===== src/rtl/serial_subtractor.sv =====
// serial_subtractor: bit-serial WIDTH-bit subtractor computing A - B - B_IN,
// LSB first, through one full-subtractor cell and a borrow flop.
// Operands are captured on an accepted START; D/B_OUT (and OVF) are updated
// together with a one-cycle DONE pulse.
// Optional feature macro: SERIAL_SUB_OVF_EN adds the OVF port, which flags
// a result that does not fit in signed WIDTH bits.
module serial_subtractor #(
  parameter int WIDTH = 4
) (
  input  logic             CLK,
  input  logic             RST_N,
  input  logic             START,
  input  logic [WIDTH-1:0] A,
  input  logic [WIDTH-1:0] B,
  input  logic             B_IN,
  output logic             BUSY,
  output logic             DONE,
  output logic [WIDTH-1:0] D,
  output logic             B_OUT
`ifdef SERIAL_SUB_OVF_EN
  ,
  output logic             OVF
`endif
);

  localparam int CW = (WIDTH > 2) ? $clog2(WIDTH) : 1;
  localparam logic [CW-1:0] LAST_BIT = CW'(WIDTH - 1);

  typedef enum logic [1:0] {
    S_IDLE = 2'd0,
    S_RUN  = 2'd1,
    S_DONE = 2'd2
  } state_t;

  state_t           state_q, state_d;
  logic [WIDTH-1:0] a_q, a_d;
  logic [WIDTH-1:0] b_q, b_d;
  logic [WIDTH-1:0] res_q, res_d;
  logic [WIDTH-1:0] d_q, d_d;
  logic [CW-1:0]    cnt_q, cnt_d;
  logic             borrow_q, borrow_d;
  logic             bout_q, bout_d;
  logic             busy_q, busy_d;
  logic             done_q, done_d;
`ifdef SERIAL_SUB_OVF_EN
  logic             ovf_q, ovf_d;
`endif

  logic diff_bit_s;
  logic bnext_s;

  // Full-subtractor cell working on the current LSBs and the stored borrow.
  always_comb begin
    diff_bit_s = a_q[0] ^ b_q[0] ^ borrow_q;
    bnext_s    = (~a_q[0] & b_q[0]) | (~a_q[0] & borrow_q) | (b_q[0] & borrow_q);
  end

  // Next-state and datapath control: load on accepted START, shift during RUN,
  // publish the full result only on the last bit.
  always_comb begin
    state_d  = state_q;
    a_d      = a_q;
    b_d      = b_q;
    res_d    = res_q;
    d_d      = d_q;
    cnt_d    = cnt_q;
    borrow_d = borrow_q;
    bout_d   = bout_q;
    busy_d   = 1'b0;
    done_d   = 1'b0;
`ifdef SERIAL_SUB_OVF_EN
    ovf_d    = ovf_q;
`endif
    case (state_q)
      S_IDLE, S_DONE: begin
        if (START) begin
          state_d  = S_RUN;
          a_d      = A;
          b_d      = B;
          borrow_d = B_IN;
          res_d    = '0;
          cnt_d    = '0;
          busy_d   = 1'b1;
        end else begin
          state_d  = S_IDLE;
        end
      end
      S_RUN: begin
        a_d      = {1'b0, a_q[WIDTH-1:1]};
        b_d      = {1'b0, b_q[WIDTH-1:1]};
        res_d    = {diff_bit_s, res_q[WIDTH-1:1]};
        borrow_d = bnext_s;
        if (cnt_q == LAST_BIT) begin
          // borrow_q here is the borrow into the MSB, bnext_s the one out of it.
          state_d = S_DONE;
          d_d     = {diff_bit_s, res_q[WIDTH-1:1]};
          bout_d  = bnext_s;
          done_d  = 1'b1;
`ifdef SERIAL_SUB_OVF_EN
          ovf_d   = borrow_q ^ bnext_s;
`endif
        end else begin
          cnt_d   = cnt_q + CW'(1);
          busy_d  = 1'b1;
        end
      end
      default: begin
        state_d = S_IDLE;
      end
    endcase
  end

  // State, datapath and output registers; reset aborts any operation in flight.
  always_ff @(posedge CLK or negedge RST_N) begin
    if (!RST_N) begin
      state_q  <= S_IDLE;
      a_q      <= '0;
      b_q      <= '0;
      res_q    <= '0;
      d_q      <= '0;
      cnt_q    <= '0;
      borrow_q <= 1'b0;
      bout_q   <= 1'b0;
      busy_q   <= 1'b0;
      done_q   <= 1'b0;
`ifdef SERIAL_SUB_OVF_EN
      ovf_q    <= 1'b0;
`endif
    end else begin
      state_q  <= state_d;
      a_q      <= a_d;
      b_q      <= b_d;
      res_q    <= res_d;
      d_q      <= d_d;
      cnt_q    <= cnt_d;
      borrow_q <= borrow_d;
      bout_q   <= bout_d;
      busy_q   <= busy_d;
      done_q   <= done_d;
`ifdef SERIAL_SUB_OVF_EN
      ovf_q    <= ovf_d;
`endif
    end
  end

  assign BUSY  = busy_q;
  assign DONE  = done_q;
  assign D     = d_q;
  assign B_OUT = bout_q;
`ifdef SERIAL_SUB_OVF_EN
  assign OVF   = ovf_q;
`endif

endmodule


===== config.mk =====
export PLATFORM = sky130hd
export DESIGN_NAME = serial_subtractor
export DESIGN_NICKNAME = d
export VERILOG_FILES = /design/src/rtl/serial_subtractor.sv
export SDC_FILE = /design/constraint.sdc
export NUM_CORES = 1
export LEC_CHECK = 0
export ABC_AREA = 1
export CORE_MARGIN = 1.5
export CORE_UTILIZATION = 51
export DETAILED_ROUTE_END_ITERATION = 7
export GPL_TIMING_DRIVEN = 0
export PLACE_DENSITY = 0.74
export RECOVER_POWER = 50
export SETUP_SLACK_MARGIN = 0.4
export SLEW_MARGIN = 20
export SYNTH_ARGS = -nofsm -noshare
export SYNTH_HDL_FRONTEND = slang
export SYNTH_SLANG_ARGS = --single-unit

===== constraint.sdc =====
create_clock -name CLK -period 1.5 [get_ports CLK]
set_input_delay 0.3 -clock CLK [delete_from_list [all_inputs] [get_ports CLK]]
set_output_delay 0.3 -clock CLK [all_outputs]
set_load 0.005 [all_outputs]

==> summary.md <==
| Metric | Value |
|---|---|
| Hold Path Origin | `a_q[1]$_DFFE_PN0P_` |
| Worst slew margin | `61.8%` |
| H-tree lvl count | `1` |
| Portion of netlist area occupied by mux cells | `0%` |
| Final wirelength | `2800 µm` |
| Status | `finished clean` |
| Worst skew pair latency | `0.31 ns` |
| Remaining global-route overflow | `0` |
| Post-Synth XOR/XNOR Area | `0%` |
| Fillers | `120` |
| Grt met1 use | `25.5%` |
| Max FO, Critical Path | `2` |
| Combinational family with the most area after synthesis | `simple AND/OR/NAND/NOR gates` |
| Drt initial violations | `15` |
| Total stage count of the critical path | `4` |
| Cells after Synth | `123` |
| Post-detailed-route DRC marker count | `0` |
| Power Dens Cells | `2330 mW/mm²` |
| Area Growth Syn to Fin | `50.2%` |
| DR vias/cell | `4.94` |
| First-pass GRT wire length | `4040 µm` |
| Detailed Place HPWL | `1430 µm` |
| I/O pin count | `19` |
| VDD IR-drop max | `1.41 mV` |
| R2R depth | `4` |
| Worst path bufs/invs | `1` |
| Netlist cell types | `17` |
| Input/output buffers | `18` |
| Least-Margin Pin Slew | `0.574 ns` |
| End point of the critical path | `res_q[3]$_DFFE_PN0P_` |
| Layout cells sized above 1 | `43.3%` |
| Synth warn | `0` |
| CTS tree | `yes` |
| All-Layer GR Usage | `21.6%` |
| Chip width | `49.7 µm` |
| Reg2Reg Setup Slack | `0.21 ns` |
| Via count | `978` |
| Worst setup path start | `a_q[0]$_DFFE_PN0P_` |
| Max Root-Sink Buffers | `2` |
| Routed wire per std cell | `14.1 µm` |
| Worst endpoint data arrival time | `1.53 ns` |
| Min-Delay Path Class | `reg -> reg` |
| Post-synthesis simple-gate area fraction | `25.7%` |
| Origin of the critical flop-to-flop path | `a_q[0]$_DFFE_PN0P_` |
| Synth Area in Adders | `2.93%` |
| Initial antenna violation count | `0` |
| Non-filler cells, final | `198` |
| Period minus WS final | `1.29 ns` |
| FF-to-FF End | `res_q[3]$_DFFE_PN0P_` |
| CP Launch Type | `register` |
| Pin count of the biggest net entering global routing | `24` |
| # diodes | `0` |
| Leak | `0.894 nW` |
| Top Usage Layer GRT | `met2` |
| Antenna Violating Nets Remaining | `0` |
| CP Data Required Time | `1.74 ns` |
| CP Capture Type | `register` |
| RSZ-0062 raised after global routing | `yes` |
| Kind of critical path | `reg -> reg` |
| Worst-path clk slew | `0.14 ns` |
| Crit share post-route | `86.1%` |
| Worst slack, placed | `-0.0858 ns` |
| Crit-path max cell delay | `0.43 ns` |
| Critical-path top delay cell | `fa_2` |
| Final hold vios | `0` |
| M3 GR Usage | `3.33%` |
| Clock sink total | `23` |
| Post-route setup slack | `0.208 ns` |
| CP delay by family, top | `adder cells` |
| Register area share after synthesis | `51.9%` |
| Reg area | `576 µm²` |
| Grt met2 use | `40.0%` |
| Pre-antenna DRT Iters | `4` |
| Routability cong. | `0.756` |
| # setup viols final | `0` |
| Synthesized area | `0.00111 mm²` |
| Placed insts | `168` |
| Die height | `49.7 µm` |
| Slew Viols, Final | `0` |
| Cell Chain, Critical Path | `inv_2 -> fa_2 -> or2_1 -> o21ai_1` |
| Synth Area in Compound Gates | `7.22%` |
| Fmax | `0.774 GHz` |
| Total core area | `0.00200 mm²` |
| Number of global-route vias before repair | `900` |
| Setup TNS | `0 ns` |
| #FFs+latches synth | `23` |
| Nets | `186` |
| Cts bufs inserted | `3` |
| Syn_nets | `137` |
| Final core utilization | `83.3%` |
| Starting Density | `55.4%` |
| Clock root cell | `clkbuf_4` |
| MaxCap Viol Count | `0` |
| Row Count | `16` |
| Total power | `3.89 mW` |
| Die area | `0.00247 mm²` |
| Avg Inst Size Synth | `9.02 µm²` |
| Multi-input logic area | `467 µm²` |
| Worst Skew | `0.00711 ns` |
## cell usage in the layout (no fill, tap or decap), types with 2 or more instances in the layout
cell | Yosys | routed
o21ai_1 | 0 | 2
clkbuf_4 | 0 | 3
buf_12 | 0 | 3
buf_4 | 0 | 14
nand2_2 | 1 | 5
nand2_1 | 36 | 31
inv_1 | 23 | 17
buf_6 | 3 | 8
nand2_8 | 0 | 3
clkbuf_2 | 0 | 3
inv_4 | 0 | 2
buf_2 | 0 | 6
nand3_2 | 1 | 5
clkdlybuf4s50_1 | 0 | 10
inv_2 | 2 | 6
nand3_1 | 15 | 11
dfrtp_1 | 23 | 23
o21ai_2 | 8 | 8
## worst min-delay path by stage
stage          slack (ns)                    to  depth (start not counted)
6_report             0.49    a_q[1]$_DFFE_PN0P_                          2
3_5_place_dp         0.47    a_q[1]$_DFFE_PN0P_                          2
5_1_grt              0.53    a_q[1]$_DFFE_PN0P_                          2
4_1_cts              0.29  cnt_q[0]$_DFFE_PN0P_                          1
2_1_floorplan       0.004        BUSY$_DFF_PN0_                          0
3_3_place_gp         0.46  res_q[2]$_DFFE_PN0P_                          2
## kinds of logic (layout without fill, tap and decap cells)
logic type / after synthesis / in the layout
flip-flops: 23 / 23
buffers and inverters: 29 / 77
AND/OR/NAND/NOR: 59 / 59
AO/OA/AOI/OAI: 10 / 10
adder cells (fa/ha/maj): 2 / 2
## power breakdown
| part | switching [mW] | internal, mW | total, mW |
|---|---|---|---|
| sequential | 0.150 | 0.907 | 1.06 |
| clock | 0.198 | 0.0995 | 0.297 |
| combinational | 1.23 | 1.30 | 2.53 |
## sequential cells by signal (all words and copies together), names as in the netlist
register and flops:
D 4, a_q 4, b_q 4, res_q 3, cnt_q 2, state_q 2, BUSY 1, B_OUT 1
DONE 1, borrow_q 1
## cells in the mapped netlist
cell type	count	area (µm²)
nand3_2	1	10.0
nand3b_1	1	7.51
nor2_4	1	11.3
ha_1	1	12.5
inv_2	2	7.51
o21ai_2	8	70.1
buf_6	3	33.8
dfrtp_1	23	576
nand2_2	1	6.26
o21ai_0	2	10.0
or2_1	1	6.26
inv_1	23	86.3
nand2_4	3	33.8
inv_6	1	8.76
fa_1	1	20.0
nand2_1	36	135
nand3_1	15	75.1
## worst register-to-register path: stages (launching register included)
cell	delay, ns
dfrtp_1	0.41
inv_2	0.07
fa_2	0.43
or2_1	0.22
o21ai_1	0.10
## per-stage QoR
stage | hold slack (ns) | cell area [µm²]
after detailed placement | 0.466 | 1330
after CTS | 0.294 | 1530
final | 0.489 | 1670
after global routing | 0.525 | 1670
after global placement | 0.462 | 1330
after floorplan | 0.00441 | 1120
## layer usage
| layer | up-vias | part of all wire (%) | routed length, µm |
|---|---|---|---|
| met5 | - | 0 | 0 |
| met4 | 0 | 0.82 | 23 |
| met3 | 4 | 4.4 | 122 |
| met2 | 33 | 55 | 1540 |
| met1 | 470 | 40 | 1120 |
| li1 | 471 | - | - |
## repair_timing
item	in CTS	in global routing
hold buffers	0	1
pin swaps	10	5
endpoints found under the hold margin	0	23
setup endpoints to repair	47	30
cloned	2	0
gates resized for setup	36	23
buffers inserted	15	8
## final cells by class
type / count / share of cell area, %
Buffer: 3 / 1.88
Multi-Input combinational cell: 71 / 28.0
Tap cell: 27 / 2.03
Inverter: 26 / 6.61
Clock buffer: 3 / 1.35
Clock inverter: 1 / 0.300
Timing Repair Buffer: 44 / 25.3
Sequential cell: 23 / 34.5
Power figures use the tool's default switching activity.
